===== config.mk =====
export PLATFORM = sky130hd
export DESIGN_NAME = spi_master_multi
export DESIGN_NICKNAME = d
export VERILOG_FILES = /design/src/rtl/spi_master_multi.sv
export SDC_FILE = /design/constraint.sdc
export NUM_CORES = 1
export LEC_CHECK = 0
export ABC_CLOCK_PERIOD_IN_PS = 3900
export CORE_UTILIZATION = 35
export CTS_BUF_LIST = sky130_fd_sc_hd__clkbuf_8
export CTS_CLUSTER_SIZE = 20
export DETAILED_ROUTE_END_ITERATION = 12
export PLACE_DENSITY = 0.65
export SYNTH_ARGS = -nofsm -noshare
export SYNTH_HDL_FRONTEND = slang
export SYNTH_SLANG_ARGS = --single-unit
export TNS_END_PERCENT = 20

===== constraint.sdc =====
create_clock -name clk -period 3.9 [get_ports clk]
set_input_delay 0.39 -clock clk [delete_from_list [all_inputs] [get_ports clk]]
set_output_delay 0.39 -clock clk [all_outputs]
set_load 0.1 [all_outputs]

===== src/rtl/spi_master_multi.sv =====
// SPI master with N chip-selects, programmable SCLK divider,
// per-transfer CPOL/CPHA and MSB/LSB-first ordering.
//
//   state   | meaning
//   --------+-----------------------------------------------------------
//   S_IDLE  | waiting for start; SCLK follows cpol, CS all high
//   S_LEAD  | CS asserted, first MOSI bit presented, SCLK at idle level
//   S_XFER  | 2*DATA_WIDTH SCLK half-periods, shifting in/out
//   S_TRAIL | SCLK back at idle level, CS still asserted before release
module spi_master_multi #(
    parameter int DATA_WIDTH = 8,
    parameter int NUM_SLAVES = 4,
    parameter int SEL_W      = 2,
    parameter int CLK_DIV    = 2
) (
    input  logic                  clk,
    input  logic                  rst,
    input  logic                  start,
    input  logic                  cpol,
    input  logic                  cpha,
    input  logic                  lsb_first,
    input  logic [SEL_W-1:0]      slave_sel,
    input  logic [DATA_WIDTH-1:0] data_in,
    output logic [DATA_WIDTH-1:0] data_out,
    output logic                  busy,
    output logic                  done,
    output logic                  SCLK,
    output logic                  MOSI,
    input  logic                  MISO,
    output logic [NUM_SLAVES-1:0] CS
);

    localparam int IDX_W  = $clog2(DATA_WIDTH);
    localparam int EDGE_W = $clog2(2 * DATA_WIDTH + 1);
    localparam int CNT_W  = (CLK_DIV > 1) ? $clog2(CLK_DIV) : 1;

    localparam logic [CNT_W-1:0]  CNT_LOAD  = CNT_W'(CLK_DIV - 1);
    localparam logic [EDGE_W-1:0] EDGE_LAST = EDGE_W'(2 * DATA_WIDTH);
    localparam logic [EDGE_W-1:0] EDGE_PEN  = EDGE_W'(2 * DATA_WIDTH - 1);
    localparam logic [IDX_W-1:0]  IDX_MSB   = IDX_W'(DATA_WIDTH - 1);

    typedef enum logic [1:0] {
        S_IDLE,
        S_LEAD,
        S_XFER,
        S_TRAIL
    } state_t;

    state_t                  state_q, state_d;
    logic [CNT_W-1:0]        cnt_q, cnt_d;
    logic [EDGE_W-1:0]       edge_q, edge_d;
    logic [DATA_WIDTH-1:0]   tx_q, tx_d;
    logic [DATA_WIDTH-1:0]   rx_q, rx_d;
    logic [IDX_W-1:0]        txi_q, txi_d;
    logic [IDX_W-1:0]        rxi_q, rxi_d;
    logic                    cpha_q, cpha_d;
    logic                    lsb_q, lsb_d;
    logic                    sclk_q, sclk_d;
    logic                    mosi_q, mosi_d;
    logic [NUM_SLAVES-1:0]   cs_q, cs_d;
    logic [DATA_WIDTH-1:0]   dout_q, dout_d;
    logic                    busy_q, busy_d;
    logic                    done_q, done_d;

    logic                    fire;
    logic                    lead;
    logic                    do_sample;
    logic                    do_shift;
    logic [IDX_W-1:0]        tx_nxt;
    logic [IDX_W-1:0]        tx_phys;
    logic [IDX_W-1:0]        rx_phys;

    // Sequencing, SCLK edge generation and shift/sample of the serial data.
    always_comb begin
        state_d   = state_q;
        cnt_d     = cnt_q;
        edge_d    = edge_q;
        tx_d      = tx_q;
        rx_d      = rx_q;
        txi_d     = txi_q;
        rxi_d     = rxi_q;
        cpha_d    = cpha_q;
        lsb_d     = lsb_q;
        sclk_d    = sclk_q;
        mosi_d    = mosi_q;
        cs_d      = cs_q;
        dout_d    = dout_q;
        busy_d    = busy_q;
        done_d    = 1'b0;
        fire      = 1'b0;
        lead      = 1'b0;
        do_sample = 1'b0;
        do_shift  = 1'b0;
        tx_nxt    = txi_q + IDX_W'(1);
        tx_phys   = lsb_q ? tx_nxt : (IDX_MSB - tx_nxt);
        rx_phys   = lsb_q ? rxi_q : (IDX_MSB - rxi_q);

        case (state_q)
            S_IDLE: begin
                sclk_d = cpol;
                busy_d = 1'b0;
                // the done cycle is still IDLE but must not accept a new start
                if (start && !done_q) begin
                    state_d = S_LEAD;
                    cnt_d   = CNT_LOAD;
                    edge_d  = '0;
                    txi_d   = '0;
                    rxi_d   = '0;
                    tx_d    = data_in;
                    rx_d    = '0;
                    cpha_d  = cpha;
                    lsb_d   = lsb_first;
                    busy_d  = 1'b1;
                    mosi_d  = lsb_first ? data_in[0] : data_in[DATA_WIDTH-1];
                    for (int i = 0; i < NUM_SLAVES; i++) begin
                        cs_d[i] = (slave_sel != SEL_W'(i));
                    end
                end
            end
            S_LEAD: begin
                if (cnt_q == '0) begin
                    state_d = S_XFER;
                    cnt_d   = CNT_LOAD;
                    fire    = 1'b1;
                end else begin
                    cnt_d = cnt_q - CNT_W'(1);
                end
            end
            S_XFER: begin
                if (cnt_q == '0) begin
                    cnt_d = CNT_LOAD;
                    if (edge_q == EDGE_LAST) begin
                        state_d = S_TRAIL;
                    end else begin
                        fire = 1'b1;
                    end
                end else begin
                    cnt_d = cnt_q - CNT_W'(1);
                end
            end
            S_TRAIL: begin
                if (cnt_q == '0) begin
                    state_d = S_IDLE;
                    cs_d    = '1;
                    dout_d  = rx_q;
                    done_d  = 1'b1;
                end else begin
                    cnt_d = cnt_q - CNT_W'(1);
                end
            end
            default: state_d = S_IDLE;
        endcase

        // odd-numbered edges (edge_q even before the toggle) move SCLK away from cpol
        if (fire) begin
            sclk_d    = ~sclk_q;
            edge_d    = edge_q + EDGE_W'(1);
            lead      = ~edge_q[0];
            do_sample = cpha_q ? ~lead : lead;
            // cpha=1 presents bit 0 before the first leading edge already
            do_shift  = cpha_q ? (lead && (edge_q != '0)) : (!lead && (edge_q != EDGE_PEN));
            if (do_sample) begin
                rx_d[rx_phys] = MISO;
                rxi_d         = rxi_q + IDX_W'(1);
            end
            if (do_shift) begin
                txi_d  = tx_nxt;
                mosi_d = tx_q[tx_phys];
            end
        end
    end

    // State and datapath registers; reset aborts any transfer immediately.
    always_ff @(posedge clk or negedge rst) begin
        if (!rst) begin
            state_q <= S_IDLE;
            cnt_q   <= '0;
            edge_q  <= '0;
            tx_q    <= '0;
            rx_q    <= '0;
            txi_q   <= '0;
            rxi_q   <= '0;
            cpha_q  <= 1'b0;
            lsb_q   <= 1'b0;
            sclk_q  <= 1'b0;
            mosi_q  <= 1'b0;
            cs_q    <= '1;
            dout_q  <= '0;
            busy_q  <= 1'b0;
            done_q  <= 1'b0;
        end else begin
            state_q <= state_d;
            cnt_q   <= cnt_d;
            edge_q  <= edge_d;
            tx_q    <= tx_d;
            rx_q    <= rx_d;
            txi_q   <= txi_d;
            rxi_q   <= rxi_d;
            cpha_q  <= cpha_d;
            lsb_q   <= lsb_d;
            sclk_q  <= sclk_d;
            mosi_q  <= mosi_d;
            cs_q    <= cs_d;
            dout_q  <= dout_d;
            busy_q  <= busy_d;
            done_q  <= done_d;
        end
    end

    assign data_out = dout_q;
    assign busy     = busy_q;
    assign done     = done_q;
    assign SCLK     = sclk_q;
    assign MOSI     = mosi_q;
    assign CS       = cs_q;

endmodule


Yosys cells after proc, flatten, opt, wreduce, memory -nomap -nowiden
Index checks and enable logic that the tools add are counted.
{"block": "word_totals", "regBits": 48, "latch_bits": 0, "mem_bits_rw": 0, "rom_bits": 0, "in_bits": 17, "out_inout_bits": 16, "word_cells": 107, "n_memories": 0}
{"block": "op_classes", "n_addsub": 6, "mul": 0, "div": 0, "magnitude_cmp": 3, "eq_ne": 13, "shift": 0, "mux": 50, "n_bitwise": 3, "reduce_logical": 17}
{"cell": "$mux W8", "count": 4}
{"cell": "$mux W3", "count": 10}
{"cell": "$mux W1", "count": 19}
{"cell": "$mux W5", "count": 3}
{"cell": "$ne A2 B2 Y1 const B", "count": 7}
{"cell": "$mux W2", "count": 5}
{"cell": "$bwmux W8", "count": 1}
{"cell": "$lt A3 B4 Y1 const B", "count": 2}
{"cell": "$mux W4", "count": 2}
{"cell": "$pmux W2 S4", "count": 1}
{"cell": "$pmux W4 S2", "count": 1}
{"cell": "$reduce_bool A2 Y1", "count": 4}
{"cell": "$add A3 B1 Y3 const B", "count": 2}
{"cell": "$reduce_and A2 Y1", "count": 3}
{"cell": "$sub A3 B3 Y3 const A", "count": 2}
{"cell": "$add A5 B1 Y5 const B", "count": 1}
{"cell": "$eq A5 B5 Y1 const B", "count": 1}
{"cell": "$ne A5 B4 Y1 const B", "count": 1}
{"cell": "$reduce_and A5 Y1", "count": 1}
{"cell": "$reduce_bool A5 Y1", "count": 1}
{"cell": "$eq A2 B2 Y1 const B", "count": 2}
{"cell": "$logic_and A1 B1 Y1", "count": 4}
{"cell": "$bmux W1 S3", "count": 1}
{"cell": "$demux W1 S3", "count": 1}
{"cell": "other kinds (11)", "count": 13}

Depth between registers and ports, before layout
Gate-level depths: netlist of the first run.
{"block": "logic_depth", "ltp_word": 9, "depth_mapped": 8, "depth_no_buf": 8}

Worst setup path after synthesis of the first run
Ideal clock, no wire load.
{"block": "synth_timing", "path_type": "flip-flop to flip-flop", "start": "register edge_q[0]", "end": "register mosi_q, in the netlist MOSI", "setup_time_ns": 0.082, "t_arrival_ns": 2.130, "t_required_ns": 3.818, "slack_ns": 1.688, "stages_incl_launch_ff": 9, "period_less_slack_ns": 2.212, "cell_sequence": "dfrtp_1 ha_1 and3_1 ha_1 nor3b_1 a21oi_1 nor4b_4 mux2_2 a31oi_1"}
{"block": "synth_between", "elab_chain_cells": 5, "elab_cells_between_ends": 12, "cone_classes": "eq/ne: 2; mux: 6; bitwise: 1; reduce/logical: 3"}
{"element": "from (decl)", "line": "51", "rtl": "logic [EDGE_W-1:0] edge_q, edge_d;"}
{"element": "from (signal assigned)", "line": "194", "rtl": "edge_q <= edge_d;"}
{"element": "$eq A5 B5 Y1, or another cell as far along", "line": "132", "rtl": "if (edge_q == EDGE_LAST) begin"}
{"element": "$mux W1 or $logic_and A1 B1 Y1 (tied branches)", "line": "132, 161"}
{"element": "$mux W1, on equally long branches", "line": "130, 161"}
{"element": "$pmux W1 S2 or $mux W1 (tied branches)", "line": "98, 166"}
{"element": "$mux W1 (*)", "line": "155", "rtl": "if (fire) begin"}
{"element": "named net mosi_d", "line": "59", "rtl": "logic mosi_q, mosi_d;"}
{"element": "to (signal assigned)", "line": "202", "rtl": "mosi_q <= mosi_d;"}
{"element": "to (decl)", "line": "59"}
Mark *: on every way through the listed nets, which the timed path passes. The rest lies on a longest branch.
A chain may end at the register's enable or synchronous reset.

Worst setup path after layout of the first run
Same ends and word-level chain as after synthesis.

==> impl_results.md, run 1 <==
* Status: finished, final reports clean
* Final setup TNS at 0 ns
* FF-to-FF setup slack at approximately 1.5 ns
* WP data required at a little over 4 ns
* TritonCTS clock tree: built
* Static leakage at roughly 1.3 nW
* Standard-cell row count at 30
* Residual antenna-violating net count after detailed routing at 0
* Max Cap Violations at 0
* Slowest cell on the critical path: nor4b_4
* Proportion of layout cells with a drive suffix above 1 at about 14%
* Category of cells accounting for the largest share of critical-path delay: simple AND/OR/NAND/NOR gates
* Number of antenna violations at the first check in global routing at 0
* Overflow left after global routing at 0
* Longest individual stage delay on the worst path at around 0.50 ns
* Number of nets in the layout at 284
* Relative slew slack at approximately 28%
* Launching element type of the critical path: flip-flop
* Total of flip-flops plus latches after synthesis at between 40 and 50
* Yosys Warn Count at 0
* Later-pin clock latency in the skew report at ~0.29 ns
* Leading cell types in the layout, fill and taps excluded: 44 x dfrtp_1, 31 x clkdlybuf4s50_1, 19 x mux2_2
* Starting Density at between 30% and 40%
* First-pass DRT Iterations at 4
* GR Layer Usage met3 at approximately 3.1%
* Area of the core at between 6000 and 7000 um^2
* Dpl ws at between 1 and 1.5 ns
* Final setup vio count at 0
* Endpoint of the worst-slack reg-to-reg timing path: MOSI$_DFF_PN0_
* TritonCTS sink count at 48
* Number of flops mapped to enable cells by yosys at 0
* Met1 Resource Use GR at between 10% and 20%
* Sequential fraction of the synthesis area at a little under 50%
* Post-CTS resize count at 0
* Time the final worst path needs with I/O delays and setup at roughly 2.5 ns
* Antenna Diode Count at 0
* Most common flop cell mapped by yosys: dfrtp_1
* Boundary Pins at 33
* Maximum frequency from static timing analysis at roughly 410 MHz
* Final estimated routing congestion in global placement at around 0.81
* Synthesized Nets at around 250
* Detailed-route via count at approximately 1800
* Number of buffers added to fix hold violations after cts at 0
* Cell Chain, Critical Path: ha_1 -> and3_1 -> ha_1 -> nor3b_1 -> a21oi_1 -> nor4b_4 -> mux2_2 -> a31oi_1
* Power per cell area at around 850 nW/um^2
* Area added between synthesis and finish at 20.0%
* Full die area at ~7500 um^2
* WP buf/inv at 0
* Worst r2r src: edge_q[0]$_DFFE_PN0P_
* Half-perimeter wire length after placement at about 3100 um
* Horizontal die dimension at 86.3 um
* Placed Instance Area at ~2900 um^2
* GR peak layer: met2
* Synthesized area per cell at ~11 um^2
* Share of synthesized flip-flops with an asynchronous set or reset at 100%
* Final std cell area, no fill at roughly 3000 um^2
* Met2 layer usage reported by global route at 21.2%
* Per-cell via count in the routed design at 5.01
* Number of failing hold endpoints at the final stage at 0
* Slew of the pin with the lowest slew margin at around 1.1 ns
* Via count of the first global-routing pass at 1717
* CP dominant cell by count: ha_1
* Number of I/O port buffers at 32
* Reg2reg path depth at 8
* Worst Clk Skew at around 0.0048 ns
* Maximum fanout along the worst path at 7
* Post-detailed-route DRC marker count at 0
* Root buffer cell: clkbuf_8
* Maximum root-to-sink buffer count at 2
* Average detailed-routed wire length per instance at approximately 13 um
* H-Tree Level Count at 2
* Gate Count Post-Synth at approximately 230
* Kind of critical path: flip-flop to flip-flop
* Final clock period utilization by the worst path at 62.8%
* Arrival time at the worst endpoint at between 2 and 3 ns
* Layout Cells excl Fill at roughly 350
* Starting DRC count in detailed routing at 45
* Overall Global Routing Usage at about an eighth
* First-pass GRT wire length at about 7900 um
* Worst voltage drop across the vdd grid at approximately 0.00026 V
* Post-synthesis instance area at around 2500 um^2
* Number of pins with negative max-slew slack in the final report at 0
* Vert. Die Dim at about 86 um
* Share of the core filled with cells at 43.7%
* Total setup buffers inserted after CTS at 0
* Maximum number of pins on one net before global-route repair at 49
* Worst-path clk slew at roughly 0.08 ns
* Worst min-delay path class: input port to async pin
* Most common library cell in the layout ignoring fill and taps: dfrtp_1
* Cell total after placement at ~350
* Worst setup EP type: flip-flop
* Number of distinct library cells after synthesis at between 40 and 50
* Final Worst Setup Slack at 1.45 ns
* Number of buffers added by the clock tree synthesis step at 5
* Total Routed Length at around 4500 um
* Unrepaired setup endpoints after global routing: false
cells in the mapped netlist (all sizes together), types with 3 or more instances:
| library cell | count | area [um^2] |
|---|---|---|
| inv | 14 | 52.6 |
| nor2 | 13 | 48.8 |
| a31oi | 5 | 31.3 |
| o221ai | 4 | 35.0 |
| nand2 | 10 | 37.5 |
| dfstp | 4 | 105 |
| dfrtp | 44 | 1100 |
| nor3b | 3 | 22.5 |
| xor2 | 3 | 26.3 |
| o311ai | 8 | 70.1 |
| ha | 10 | 125 |
| o41ai | 8 | 70.1 |
| nor2b | 4 | 25.0 |
| o21ai | 16 | 80.1 |
| xnor2 | 4 | 35.0 |
| nand3 | 10 | 50.1 |
| mux2i | 8 | 80.1 |
| mux2 | 19 | 214 |
| nand2b | 6 | 45.0 |
| buf | 5 | 35.0 |
| clkbuf | 5 | 18.8 |
| a21oi | 4 | 20.0 |
sequential cells by signal, indices dropped and copies added, names as in the netlist:
signal	cells
cnt_q	1
done	1
data_out	8
MOSI	1
rxi_q	3
lsb_q	1
busy	1
SCLK	1
tx_q	8
txi_q	3
state_q	2
rx_q	8
edge_q	5
CS	4
cpha_q	1
routing by layer:
layer	vias to the layer above	wire (um)
li1	896	-
met2	29	2000
met1	843	2300
met3	5	160
met4	0	48
met5	-	0
stage by stage:
stage               hold WS [ns]  power [mW]
floorplan                 0.0944        1.93
global placement           0.477        2.19
detailed placement         0.480        2.21
CTS                        0.317        2.57
global route               0.380        2.75
finish                     0.300        2.54
cell families after synthesis:
family	synth area share [%]
adders and majority gates	5.03
and+or+nand+nor	12.9
DFF	48.5
xor gates and xnor gates	2.46
muxes	11.8
AOI/OAI and AO/OA	15.1
buffers and inverters	4.27
how the worst max path moves through the flow:
stage | start | end | slack [ns] | cells past startpoint
global placement | edge_q[0]$_DFFE_PN0P_ | MOSI$_DFF_PN0_ | 1.57 | 8
floorplan | edge_q[0]$_DFFE_PN0P_ | MOSI$_DFF_PN0_ | 1.69 | 8
detailed placement | edge_q[0]$_DFFE_PN0P_ | MOSI$_DFF_PN0_ | 1.48 | 8
CTS | edge_q[0]$_DFFE_PN0P_ | MOSI$_DFF_PN0_ | 1.45 | 8
finish | edge_q[0]$_DFFE_PN0P_ | MOSI$_DFF_PN0_ | 1.45 | 8
global route | edge_q[0]$_DFFE_PN0P_ | MOSI$_DFF_PN0_ | 1.21 | 8
power by group:
part	leakage [nW]	switching, mW	internal [mW]
registers	0.617	0.177	0.685
logic	0.615	0.879	0.458
clock network	0.0593	0.157	0.188
layout make-up:
| type | count | area [um^2] |
|---|---|---|
| clock buffer | 5 | 68.8 |
| sequential | 48 | 1210 |
| fill | 685 | 3850 |
| inverter | 14 | 52.6 |
| multi-input combinational | 155 | 1180 |
| tap | 96 | 120 |
| timing repair buffer | 33 | 323 |
| clock inverter | 3 | 38.8 |
Power figures use the tool's default switching activity.
==> inputs of run 2 (changes only) <==
--- a/config.mk
+++ b/config.mk
@@ -5,7 +5,7 @@
 export SDC_FILE = /design/constraint.sdc
 export NUM_CORES = 1
 export LEC_CHECK = 0
-export ABC_CLOCK_PERIOD_IN_PS = 3900
+export ABC_CLOCK_PERIOD_IN_PS = 2270
 export CORE_UTILIZATION = 35
 export CTS_BUF_LIST = sky130_fd_sc_hd__clkbuf_8
 export CTS_CLUSTER_SIZE = 20
==> constraint.sdc (replaced) <==
create_clock -name clk -period 2.27 [get_ports clk]
set_input_delay 0.227 -clock clk [delete_from_list [all_inputs] [get_ports clk]]
set_output_delay 0.227 -clock clk [all_outputs]
set_load 0.1 [all_outputs]
==> run 2 against run 1 <==
Compared with the run above: clock skew is 0.0039 ns higher; wire length is 6.9% higher; flip-flop and latch count stayed put; critical endpoint is now rx_q[7]$_DFF_PN0_.
==> impl_results.md, run 2 (same netlist as run 1, synthesis figures left out) <==
* Status: finished, final reports clean
* Number of buffers added by the clock tree synthesis step at 5 (unchanged)
* Slowest cell on the critical path: a311o_1
* Max Cap Violations at 0 (unchanged)
* Half-perimeter wire length after placement at 3290 um (+6.0%)
* Number of failing hold endpoints at the final stage at 0 (unchanged)
* Maximum frequency from static timing analysis at 462 MHz (+13%)
* Root buffer cell: clkbuf_8
* Crit path launch: edge_q[0]$_DFFE_PN0P_
* Final setup TNS at 0 ns (unchanged)
* TritonCTS sink count at 48 (unchanged)
* Final estimated routing congestion in global placement at 0.793 (-1.5%)
* WP data required at 2.44 ns (-1.68 ns)
* Number of nets in the layout at 293 (+3.2%)
* Maximum fanout along the worst path at 22 (+15)
* Detailed-route via count at 1879 (+6.0%)
* Worst voltage drop across the vdd grid at 0.000523 V (+100%)
* Placed Instance Area at 2900 um^2 (+0.87%)
* Worst min-delay path class: input port to async pin
* Slew of the pin with the lowest slew margin at 0.636 ns (-0.446 ns)
* Maximum root-to-sink buffer count at 2 (unchanged)
* Total Routed Length at 4820 um (+6.9%)
* Launching element type of the critical path: flip-flop
* Static leakage at 1.37 nW (+6.0%)
* Number of I/O port buffers at 32 (unchanged)
* Final std cell area, no fill at 3060 um^2 (+2.5%)
* Full die area at 7450 um^2 (unchanged)
* Layout Cells excl Fill at 363 (+2.5%)
* Total of fill cells in the finished design at 679 (-0.88%)
* Number of pins with negative max-slew slack in the final report at 0 (unchanged)
* Arrival time at the worst endpoint at 2.34 ns (-0.33 ns)
* Starting Density at 36.4% (unchanged)
* Hold Worst Slack at 0.435 ns (+0.135 ns)
* Via count of the first global-routing pass at 1846 (+7.5%)
* Worst r2r src: edge_q[0]$_DFFE_PN0P_
* Average detailed-routed wire length per instance at 13.3 um (+4.2%)
* Vert. Die Dim at 86.3 um (unchanged)
* Kind of critical path: flip-flop to flip-flop
* Residual antenna-violating net count after detailed routing at 0 (unchanged)
* First-pass GRT wire length at 8450 um (+6.6%)
* Most common library cell in the layout ignoring fill and taps: dfrtp_1
* TritonCTS clock tree: built
* Leading cell types in the layout, fill and taps excluded: 44 x dfrtp_1, 24 x buf_4, 19 x mux2_2
* Share of the core filled with cells at 44.8% (+1.1 points)
* Relative slew slack at 57.5% (+30 points)
* Later-pin clock latency in the skew report at 0.30 ns (about the same)
* Boundary Pins at 33 (unchanged)
* Power per cell area at 1470 nW/um^2 (+73%)
* Time the final worst path needs with I/O delays and setup at 2.16 ns (-0.285 ns)
* Overall Global Routing Usage at 14.3% (+0.97 points)
* Worst-path clk slew at 0.09 ns (about the same)
* Horizontal die dimension at 86.3 um (unchanged)
* Antenna Diode Count at 0 (unchanged)
* Final clock period utilization by the worst path at 95.4% (+33 points)
* First-pass DRT Iterations at 4 (unchanged)
* Worst setup EP type: flip-flop
* Starting DRC count in detailed routing at 109 (+140%)
* Standard-cell row count at 30 (unchanged)
* Cell Chain, Critical Path: buf_4 -> inv_1 -> ha_1 -> nor3b_1 -> a311o_1 -> nand2b_4 -> o311ai_0 -> o41ai_1
* Final setup vio count at 0 (unchanged)
* Maximum number of pins on one net before global-route repair at 49 (unchanged)
* Worst Clk Skew at 0.00862 ns (+0.00386 ns)
* Unrepaired setup endpoints after global routing: true
* Area of the core at 6830 um^2 (unchanged)
* Longest individual stage delay on the worst path at 0.37 ns (-0.13 ns)
* Overflow left after global routing at 0 (unchanged)
* H-Tree Level Count at 2 (unchanged)
* Proportion of layout cells with a drive suffix above 1 at 23.2% (+9.7 points)
* Reg2reg path depth at 8 (unchanged)
* Per-cell via count in the routed design at 5.18 (+3.4%)
* Post-detailed-route DRC marker count at 0 (unchanged)
* Number of antenna violations at the first check in global routing at 0 (unchanged)
* Area added between synthesis and finish at 22.9%
* Cell total after placement at 353 (+2.0%)
run 2: changes by cell type in the layout (fill, tap and decap cells not counted), sizes merged:
cell           previous run  this run
clkdlybuf4s50            31        15
inv                      15        14
clkinv                    1         0
dlygate4sd3               0         1
buf                       2        26
clkbuf                    5         7
run 2: repair_timing:
action,in CTS,in global routing
hold buffers,1,0
hold endpoints to repair,44,0
buffers inserted,0,1
setup endpoints to repair,0,3
resized for setup,0,2
run 2: worst paths after layout:
kind	slack [ns]	end
hold reg to reg	0.47	SCLK$_DFFE_PN0P_
setup reg to reg	0.11	rx_q[7]$_DFF_PN0_
max in group asynchronous	1.53	CS[3]$_DFFE_PN1P_
hold / removal	0.44	tx_q[4]$_DFFE_PN0P_
setup / recovery	0.11	rx_q[7]$_DFF_PN0_
min in group clk	0.47	SCLK$_DFFE_PN0P_
run 2: layout make-up:
cell class | instances | area [um^2] | area share, %
clock inverters | 1 | 30.0 | 0.982
flip-flops and latches | 48 | 1210 | 39.4
well taps | 96 | 120 | 3.93
clock buffers | 7 | 96.3 | 3.15
multi-input cells | 155 | 1190 | 38.9
repair buffers | 42 | 365 | 11.9
inverters | 14 | 52.6 | 1.72
run 2: critical path: cells and delay by family, from the launching register on:
family / cells / cell delay, ns
flops: 1 / 0.36
compound gates: 3 / 0.87
fa+ha+maj: 1 / 0.19
buf+inv: 2 / 0.21
simple gates: 2 / 0.41
run 2: where the power goes:
part | switching [mW] | total [mW] | internal, mW
logic | 1.55 | 2.35 | 0.808
clock network | 0.289 | 0.678 | 0.389
registers | 0.302 | 1.48 | 1.18
total | 2.14 | 4.51 | 2.37
run 2: stage by stage:
stage          setup slack, ns  power, mW
2_1_floorplan           0.0576       3.31
3_3_place_gp             0.191       3.78
3_5_place_dp             0.107       3.83
4_1_cts                 0.0848       4.53
5_1_grt                -0.0102       4.83
6_report                 0.105       4.51
run 2: per-layer routing:
layer  part of all wire [%]  wire, um  vias to the layer above  GRT usage, %
li1                       -         -                      910             -
met1                     47      2250                      929          18.7
met2                     48      2330                       32          23.3
met3                    3.4       162                        8          3.43
met4                    1.5        70                        0          4.85
met5                      0         0                        -             0
==> variant: new RTL, config.mk and constraints of run 2 <==
Encoding of `state_t`: now one-hot (4 bits for 4 states).
--- a/src/rtl/spi_master_multi.sv
+++ b/src/rtl/spi_master_multi.sv
@@ -40,9 +40,9 @@
     localparam logic [IDX_W-1:0]  IDX_MSB   = IDX_W'(DATA_WIDTH - 1);
 
-    typedef enum logic [1:0] {
-        S_IDLE,
-        S_LEAD,
-        S_XFER,
-        S_TRAIL
+    typedef enum logic [3:0] {
+        S_IDLE  = 4'b0001,
+        S_LEAD  = 4'b0010,
+        S_XFER  = 4'b0100,
+        S_TRAIL = 4'b1000
     } state_t;
 
Formal check against the unedited RTL: same outputs for any inputs over 10 cycles, from zero or initial values and one cycle with rst low; not proved beyond that.
==> variant against run 2 <==
- core utilization down 0.71 points
- final cell count increased by 3.9%
- setup slack improved by 0.13 ns
- fmax increased by 6.4%
- via count down 2.2%
- wire length decreased by 2.3%
- area after synthesis is 4.7% higher
- critical path depth stayed put
- sequential share of layout area increased by 0.12 points
- sequential cell count grew 2
- cell area is 3.9% higher
- non-clock buffer count is 5 higher
- largest cell class is now multi-input combinational cells
- highest routed layer unchanged
Power is not compared: it rests on default switching activity, and its combinational part moved more than twofold at a synthesized area within 25%.
==> variant: results (changes against run 2) <==
Status
  – Status: complete, no violations

Final layout
  – Share of cells above drive strength 1: 19.1% (-4.2 points)
  – Multi-In Gates: 165 (+6.5%)
  – Multi-input combinational area share: 39.7% (+0.81 points)
  – Fraction of area in registers: 39.6% (+0.12 points)
  – Fillers: 699 (+2.9%)
  – Buffers, non-clock: 47 (+12%)
  – Inverter count: 8 (-6)
  – Clk tree area frac: 3.66% (-0.47 points)
  – Non-clock buffers, area share: 12.3% (+0.34 points)
  – Nets: 299 (+2.0%)
  – Non-filler instance count after layout: 377 (+3.9%)
  – CLK BUF: 5 (-2)

Drt
  – Detailed Route Iter0 Violations: 85 (-22%)
  – Drt via density: 4.87 (-5.9%)
  – DRT Wirelength: 4700 um (-2.3%)

Timing
  – Min Hold Slack: 0.395 ns (-0.0406 ns)
  – Worst Skew: 0.00719 ns (-0.00142 ns)

Global route
  – Global Route Usage Sum: 13.5% (-0.78 points)
  – Largest net degree at the start of global routing: 21 (-57%)

Critical path
  – Worst path slowest cell: dfrtp_1
  – Arr. time, crit path: 2.23 ns (-0.11 ns)
  – Max incr delay on CP: 0.46 ns (+0.09 ns)
  – Crit-path max FO: 6 (-73%)

Placement
  – Hpwl dp: 3500 um (+6.6%)
  – Routability congestion estimate: 0.812 (+2.4%)
  – Placed inst area: 0.00305 sq mm (+5.1%)
  – Place WS: 0.157 ns (+0.0505 ns)

Synth
  – Adder-Cell Fraction of Synth Area: 2.78% (-2.2 points)
  – Cells taking the most area after synthesis: dfrtp_1, mux2_1, mux2i_1
  – Post-synthesis mux area share: 16.2% (+4.4 points)
[variant: how the worst max path moves through the flow]
stage / from / end / slack [ns] / cells after the start
2_1_floorplan: txi_q[0] / MOSI / 0.23 / 4
3_3_place_gp: txi_q[0] / MOSI / 0.28 / 5
3_5_place_dp: edge_q[0] / SCLK / 0.16 / 7
4_1_cts: edge_q[0] / SCLK / 0.16 / 7
5_1_grt: edge_q[0] / txi_q[0] / 0.09 / 8
6_report: edge_q[0] / txi_q[2] / 0.24 / 8
[variant: cells by family (layout without fill, tap and decap cells)]
logic type / Yosys count / count (layout)
flops: 50 / 50
simple gates: 81 / 81
xor+xnor: 5 / 5
mux: 37 / 37
fa+ha+maj: 6 / 6
compound gates: 36 / 36
buf+inv: 21 / 63
[variant: layer usage]
metal  GRT usage, %  wire length [um]  vias to the layer above
met5              0                 0                        -
met4           3.96                32                        0
met3           2.99               163                        4
met2           22.0              2190                       32
met1           18.2              2310                      870
li1               -                 -                      931
